[config.mk]
export PLATFORM = sky130hd
export DESIGN_NAME = font_rom_arbiter
export DESIGN_NICKNAME = d
export VERILOG_FILES = /design/src/rtl/font_pkg.sv /design/src/rtl/rr_arbiter.sv /design/src/rtl/font_rom_arbiter.sv
export SDC_FILE = /design/constraint.sdc
export NUM_CORES = 1
export LEC_CHECK = 0
export BUFFER_PORTS_ARGS = -buffer_cell sky130_fd_sc_hd__buf_2
export CAP_MARGIN = 20
export CORE_UTILIZATION = 45
export DETAILED_ROUTE_END_ITERATION = 16
export GPL_ROUTABILITY_DRIVEN = 0
export PLACE_DENSITY = 0.77
export SYNTH_ARGS = -nofsm -noshare
export SYNTH_HDL_FRONTEND = slang
export SYNTH_SLANG_ARGS = --single-unit
[constraint.sdc]
create_clock -name CLK -period 3.8 [get_ports CLK]
set_input_delay 1.14 -clock CLK [delete_from_list [all_inputs] [get_ports CLK]]
set_output_delay 1.14 -clock CLK [all_outputs]
set_load 0.02 [all_outputs]
[src/rtl/font_pkg.sv]
// Shared font-ROM constants: glyph geometry, ROM address width and requester ids.
package font_pkg;
  localparam int CHAR_W      = 7;
  localparam int ROW_W       = 4;
  localparam int DATA_W      = 8;
  localparam int ADDR_W      = CHAR_W + ROW_W;
  localparam int REQ_TEXT    = 0;
  localparam int REQ_PRICE   = 1;
  localparam int NUM_REQ_DEF = 2;
endpackage

[src/rtl/rr_arbiter.sv]
// Round-robin arbiter: the search starts at ptr_i and wraps; next_ptr_o points just past the winner.
module rr_arbiter
  import font_pkg::*;
#(
  parameter int NUM_REQ = NUM_REQ_DEF,
  parameter int PTR_W   = (NUM_REQ > 1) ? $clog2(NUM_REQ) : 1
) (
  input  logic [NUM_REQ-1:0] req_i,
  input  logic [PTR_W-1:0]   ptr_i,
  output logic [NUM_REQ-1:0] grant_o,
  output logic [PTR_W-1:0]   next_ptr_o
);

  logic             found_s;
  logic [PTR_W-1:0] cand_s;
  int               sum_s;

  // First asserted request at or after the pointer wins; no request leaves the pointer alone.
  always_comb begin
    grant_o    = {NUM_REQ{1'b0}};
    next_ptr_o = ptr_i;
    found_s    = 1'b0;
    cand_s     = {PTR_W{1'b0}};
    sum_s      = 32'sd0;
    for (int k = 0; k < NUM_REQ; k++) begin
      sum_s  = int'(ptr_i) + k;
      sum_s  = (sum_s >= NUM_REQ) ? (sum_s - NUM_REQ) : sum_s;
      cand_s = PTR_W'(sum_s);
      if (!found_s && req_i[cand_s]) begin
        grant_o[cand_s] = 1'b1;
        found_s         = 1'b1;
        next_ptr_o      = (sum_s == NUM_REQ - 1) ? {PTR_W{1'b0}} : PTR_W'(sum_s + 32'sd1);
      end else begin
        found_s = found_s;
      end
    end
  end

endmodule

[src/rtl/font_rom_arbiter.sv]
// Shares one synchronous font ROM between several glyph-row readers: grant, address,
// then a two-stage tag pipeline steers the returning ROM word into the winner's slice.
module font_rom_arbiter #(
  parameter int NUM_REQ = font_pkg::NUM_REQ_DEF,
  parameter int CHAR_W  = font_pkg::CHAR_W,
  parameter int ROW_W   = font_pkg::ROW_W,
  parameter int DATA_W  = font_pkg::DATA_W
) (
  input  logic                        CLK,
  input  logic                        RST,
  input  logic [NUM_REQ-1:0]          req,
  input  logic [NUM_REQ*CHAR_W-1:0]   char_code,
  input  logic [NUM_REQ*ROW_W-1:0]    row_sel,
  output logic [NUM_REQ-1:0]          gnt,
  output logic [CHAR_W+ROW_W-1:0]     rom_addr,
  input  logic [DATA_W-1:0]           rom_data,
  output logic [NUM_REQ-1:0]          rd_valid,
  output logic [NUM_REQ*DATA_W-1:0]   rd_data
);

  localparam int ADDR_W = CHAR_W + ROW_W;
  localparam int PTR_W  = (NUM_REQ > 1) ? $clog2(NUM_REQ) : 1;

  logic [PTR_W-1:0]          ptr_q, ptr_d, next_ptr_s;
  logic [NUM_REQ-1:0]        grant_s, gnt_q, gnt_d, tag_q, tag_d, rd_valid_q, rd_valid_d;
  logic [ADDR_W-1:0]         sel_addr_s, rom_addr_q, rom_addr_d;
  logic [NUM_REQ*DATA_W-1:0] rd_data_q, rd_data_d;

  rr_arbiter #(
    .NUM_REQ (NUM_REQ),
    .PTR_W   (PTR_W)
  ) u_arb (
    .req_i      (req),
    .ptr_i      (ptr_q),
    .grant_o    (grant_s),
    .next_ptr_o (next_ptr_s)
  );

  // Select the winner's {char, row}; the grant is one-hot so a masked OR is a mux.
  always_comb begin
    sel_addr_s = {ADDR_W{1'b0}};
    for (int i = 0; i < NUM_REQ; i++) begin
      sel_addr_s = sel_addr_s | ({ADDR_W{grant_s[i]}} &
                   {char_code[i*CHAR_W +: CHAR_W], row_sel[i*ROW_W +: ROW_W]});
    end
  end

  // Next state: tag follows gnt by one cycle, rd_valid follows tag, data lands with rd_valid.
  always_comb begin
    gnt_d      = grant_s;
    ptr_d      = next_ptr_s;
    tag_d      = gnt_q;
    rd_valid_d = tag_q;
    rd_data_d  = rd_data_q;
    if (|grant_s) begin
      rom_addr_d = sel_addr_s;
    end else begin
      rom_addr_d = rom_addr_q;
    end
    for (int i = 0; i < NUM_REQ; i++) begin
      if (tag_q[i]) begin
        rd_data_d[i*DATA_W +: DATA_W] = rom_data;
      end else begin
        rd_data_d[i*DATA_W +: DATA_W] = rd_data_q[i*DATA_W +: DATA_W];
      end
    end
  end

  // State registers; reset drops any read still in the tag pipeline.
  always_ff @(posedge CLK) begin
    if (RST) begin
      ptr_q      <= {PTR_W{1'b0}};
      gnt_q      <= {NUM_REQ{1'b0}};
      tag_q      <= {NUM_REQ{1'b0}};
      rd_valid_q <= {NUM_REQ{1'b0}};
      rom_addr_q <= {ADDR_W{1'b0}};
      rd_data_q  <= {(NUM_REQ*DATA_W){1'b0}};
    end else begin
      ptr_q      <= ptr_d;
      gnt_q      <= gnt_d;
      tag_q      <= tag_d;
      rd_valid_q <= rd_valid_d;
      rom_addr_q <= rom_addr_d;
      rd_data_q  <= rd_data_d;
    end
  end

  assign gnt      = gnt_q;
  assign rom_addr = rom_addr_q;
  assign rd_valid = rd_valid_q;
  assign rd_data  = rd_data_q;

endmodule

# Word-level counts from Yosys, hierarchy flattened
# Index checks and enable logic that the tools add are counted.
# totals
register_bits	34
elab_cells	47
# op_classes
bitwise_logic	4
muxes	17
n_reduce_logical	6
eq_ne	2
add_sub_neg	5
order_cmp	6
# ops
op	n
32-bit by 2-bit equality test with 1-bit output, second input constant	2
32-bit 2-to-1 mux	2
32-bit by 3-bit greater-or-equal comparator with 1-bit output, second input constant	1
32-bit by 3-bit subtractor with 32-bit output, second input constant	1
11-bit bitwise AND	2
1-bit 2-to-1 mux	11
11-bit OR	1
1-bit by 2-bit less-than comparator with 1-bit output, second input constant	2
2-bit 2-to-1 mux	2
1-bit logical AND	3
1-bit by 2-bit subtractor with 3-bit output, second input constant	1
1-bit adder, second input constant	2
1-bit by 1-bit adder with 2-bit output, second input constant	1
1-bit demux with 1-bit select	2
1-bit greater-or-equal comparator, second input constant	2
1-bit by 2-bit greater-or-equal comparator with 1-bit output, second input constant	1
2-bit OR	1
2-bit nonzero test	1
2-bit OR reduction	1
1-bit zero test	1

# Longest topological paths before layout
# logic_depth
word_depth	11
ltp_mapped	4
mapped_depth_nobuf	3

# Cells and area by module
# Synthesis repeated with hierarchy kept, for this count alone.
# unflattened
hier_cells	121
area_unflattened_um2	1262.5
# by_module_without_submodules
mod	area_each_um2	seq_area_each_um2	n_inst	cells_per_inst
font_rom_arbiter	1234.9	680.7	1	116
rr_arbiter	27.5	0.0	1	5

# Least setup slack after synthesis
# Ideal clock, no wire load.
# synth_timing
kind	input port to flip-flop
from	in req[0]
to	reg rom_addr_q[0], in the netlist rom_addr[0]
path_buffers	1
t_required_ps	3678
arrival_ps	1821
stages	4
setup_time_ps	122
setup_slack_ps	1857
path_cell_list	nand2b_2 > and3b_4 > buf_6 > a221o_1
# synth_via
elab_chain_cells	8
word_cells_on_any_way	14
cone_classes	7 x mux; 4 x bitwise; 3 x reduce/logical
# synth_rtl
element	line	rtl
start, declared	font_rom_arbiter.sv:11	input logic [NUM_REQ-1:0] req,
1-bit 2-to-1 mux (not written as such) (2 in a row)	rr_arbiter.sv:29	if (!found_s && req_i[cand_s]) begin
1-bit 2-to-1 mux	rr_arbiter.sv:29	
1-bit zero test	rr_arbiter.sv:29	
1-bit logical AND	rr_arbiter.sv:29	
2-bit 2-to-1 mux (*)	rr_arbiter.sv:29	
11-bit bitwise AND	font_rom_arbiter.sv:43	sel_addr_s = sel_addr_s | ({ADDR_W{grant_s[i]}} &
11-bit OR	font_rom_arbiter.sv:43	
end signal, assigned	font_rom_arbiter.sv:76	rom_addr_q <= {ADDR_W{1'b0}};
end signal, assigned	font_rom_arbiter.sv:83	rom_addr_q <= rom_addr_d;
end, declared	font_rom_arbiter.sv:26	logic [ADDR_W-1:0] sel_addr_s, rom_addr_q, rom_addr_d;
# Every way passes the cells marked *; elsewhere a longest branch is shown, timed or not. The select of a mux whose other input is x is not followed.
# A chain may end at the register's enable or synchronous reset.

==> flow_summary.toml <==
[status]
status = "complete, no violations"

[worst_setup_path]
reg2reg_to = "rom_addr[7]"
r2r_setup_slack_ns = 2.55
worst-r2r-cell-count = 3
path_class = "in2reg"
crit_arrival_ns = 2.37
cp_data_required_time_ns = 4.07
start_kind = "input pin"
critPathCaptureType = "flop"
crit_fanout = 25
timing.rr.start = "ptr_q"

[die]
die-area_sq_mm = 0.002897
io_pins = 65
die_h_um = 53.83
core_sq_mm = 0.002500
rows = 18
start_util_pct = 48.35
die_w_um = 53.83

[yosys]
yosys-top-cells-area = "dfxtp_1 56%, mux2i_1 13%, a221o_1 7.5%"
synth_compound_area_share_pct = 10.04
synth_area_leader_cell = "dfxtp_1"
synth.ff_latch_count = 34
ys_async_sr_fraction_pct = 0
synth_mux_area_share_pct = 13.25
synth_top_family_by_area = "simple AND/OR/NAND/NOR gates"
synthTopCellsByCount = "34 x dfxtp_1, 17 x nor2_1, 16 x mux2i_1"
synthXorXnorAreaFrac_pct = 0
synth-simple-area-share_pct = 17.29
syn_inst = 108
synth_flop_cell = "dfxtp_1"
yosysSeqAreaShare_pct = 56.31
yosysMostFrequentCell = "dfxtp_1"
synth-adder-area-share_pct = 0
netlist_area_sq_mm = 0.001209
syn-num-nets = 142
avgSynthCellArea_sq_um = 11.19
ys_types = 20
synth_warnings = 0
netlist.area_leader.share_pct = 56.31
synth_edf_count = 0

[clock_tree]
htree_levels = 2
clk-insertion-delay-late_ns = 0.32
ctsHoldBuffers = 0
cts_sinks = 34
cts.clk_slew.worst_paths_ns = 0.10
clockBufferDepth = 2
cts_tree = "built"
cts_made_buffers = 5
cts_setup_buffers = 0
post_cts_resized = 0
clockRootBuffer = "clkbuf_4"

[place]
place_inst = 197
dp_hpwl_mm = 1.866
io_buffers = 64

[grt]
grt_use_total_pct = 19.80
grt_use_met2_pct = 33.54
grt_pass1_wl_mm = 3.905
grt_max_degree = 26
use_met1_pct = 21.54
gr-total-overflow = 0
grt_use_met3_pct = 7.627
grt_antenna_before_repair = 0
grt.busiest_layer = "met2"
first_global_vias = 940

[detailed_routing]
drtIter0Drc = 9
routedWlPerCell_um = 11.87
first_pass_iters = 4
ant_nets = 0
dr_total_vias = 1016
drc_errors = 0
wl_mm = 2.434
avgViaCountPerCell = 4.956

[hold_path]
min_from = "gnt[1]"
hold_class = "reg2reg"
whs_endpoint = "rd_valid_d[1]"
holdPathStages = 1

[pwr]
power_density_mw_per_mm2 = 420.4
power.leakage_nw = 0.7802
vdd_drop_max_mv = 0.3136

[timing]
timing.fmax_ghz = 0.4759
tns_ns = 0
skew_ns = 0.01338
tightest_slew_ns = 0.7807
hold_viol = 0
slew_headroom_pct = 47.55
setup_viol = 0
min_period_ns = 2.101
slew_viol_final = 0
finalCritPeriodShare_pct = 55.30
grt_setup_unrepaired = "no"

[layout]
num-fill-cells = 219
area_delta_synth_final_pct = 32.40
diodes = 0
drive_gt1_share_pct = 43.43
finalNetCount = 208
layoutNonFillerInstCount = 205

[flow_run]
cap_violations = 0
-- placed cells by master, fill, tap and decap left out --
| master | netlist | layout |
|---|---|---|
| and2_1 | 10 | 10 |
| a211oi_1 | 2 | 2 |
| clkinv_2 | 0 | 1 |
| clkbuf_8 | 0 | 1 |
| clkbuf_1 | 2 | 1 |
| clkbuf_4 | 0 | 5 |
| a21oi_1 | 1 | 1 |
| nor2_1 | 17 | 17 |
| buf_2 | 3 | 64 |
| a221o_1 | 9 | 9 |
| nor4_1 | 1 | 1 |
| and3b_4 | 1 | 1 |
| dfxtp_1 | 34 | 34 |
| nor3_1 | 1 | 1 |
| a221o_2 | 1 | 1 |
| or2b_1 | 1 | 1 |
| and2b_1 | 1 | 1 |
| mux2i_1 | 16 | 16 |
| inv_1 | 1 | 1 |
| nand2b_2 | 1 | 1 |
| nor2b_1 | 4 | 4 |
| buf_4 | 0 | 1 |
| and3b_2 | 1 | 1 |
-- layout make-up --
type / instances / area [sq um] / area share, %
Inverter: 1 / 3.754 / 0.2346
Clock inverter: 1 / 5.005 / 0.3127
Multi-Input combinational cell: 67 / 490.5 / 30.65
Timing Repair Buffer: 65 / 327.8 / 20.48
Clock buffer: 7 / 55.05 / 3.440
Sequential cell: 34 / 680.7 / 42.53
Tap cell: 30 / 37.54 / 2.346
-- critical path, stage by stage --
cell,delay (ns)
buf_2,0.23
nor3_1,0.65
and2_1,0.23
a221o_1,0.11
-- sequential cells by signal, indices dropped and copies added, names as in the netlist --
| register | flops |
|---|---|
| gnt | 2 |
| rd_valid_d | 2 |
| rd_valid | 2 |
| rom_addr | 11 |
| ptr_q | 1 |
| rd_data | 16 |
-- per-stage QoR --
stage / hold slack, ns / power [mW] / util [%] / instance area, sq um / setup WS (ns)
3_3_place_gp: 0.4427 / 0.4813 / 61.61 / 1540 / 1.452
6_report: 0.4642 / 0.6727 / 64.01 / 1600 / 1.699
2_1_floorplan: 0.5304 / 0.4437 / - / 1209 / 1.857
5_1_grt: 0.4791 / 0.7086 / 64.01 / 1600 / 1.600
3_5_place_dp: 0.4483 / 0.4848 / 61.61 / 1540 / 1.354
4_1_cts: 0.4671 / 0.6815 / 64.01 / 1600 / 1.702
-- routing by layer --
layer | up-vias | routed length (um) | share of wire, %
met4 | 0 | 36 | 1.5
li1 | 507 | - | -
met3 | 4 | 200 | 8.2
met1 | 452 | 1039 | 43
met2 | 53 | 1157 | 48
met5 | - | 0 | 0
-- power breakdown --
part	leakage (nW)	switching, mW	total, mW	internal [mW]
registers	0.278	0.0109	0.385	0.374
logic	0.466	0.0487	0.0906	0.0419
clock network	0.0353	0.108	0.197	0.0896
-- cells by family after synthesis --
| family | count (synthesis) |
|---|---|
| simple gates | 38 |
| flops | 34 |
| mux | 16 |
| compound gates | 13 |
| buf+inv | 7 |
-- worst max-delay path by stage --
stage | startpoint | to | slack, ns | depth (start not counted)
CTS | RST | rom_addr[6] | 1.70 | 4
detailed placement | RST | rom_addr[6] | 1.35 | 4
global placement | RST | rom_addr[6] | 1.45 | 4
global route | RST | rom_addr[6] | 1.60 | 4
finish | RST | rom_addr[6] | 1.70 | 4
floorplan | req[0] | rom_addr[0] | 1.86 | 4
Power figures use the tool's default switching activity.
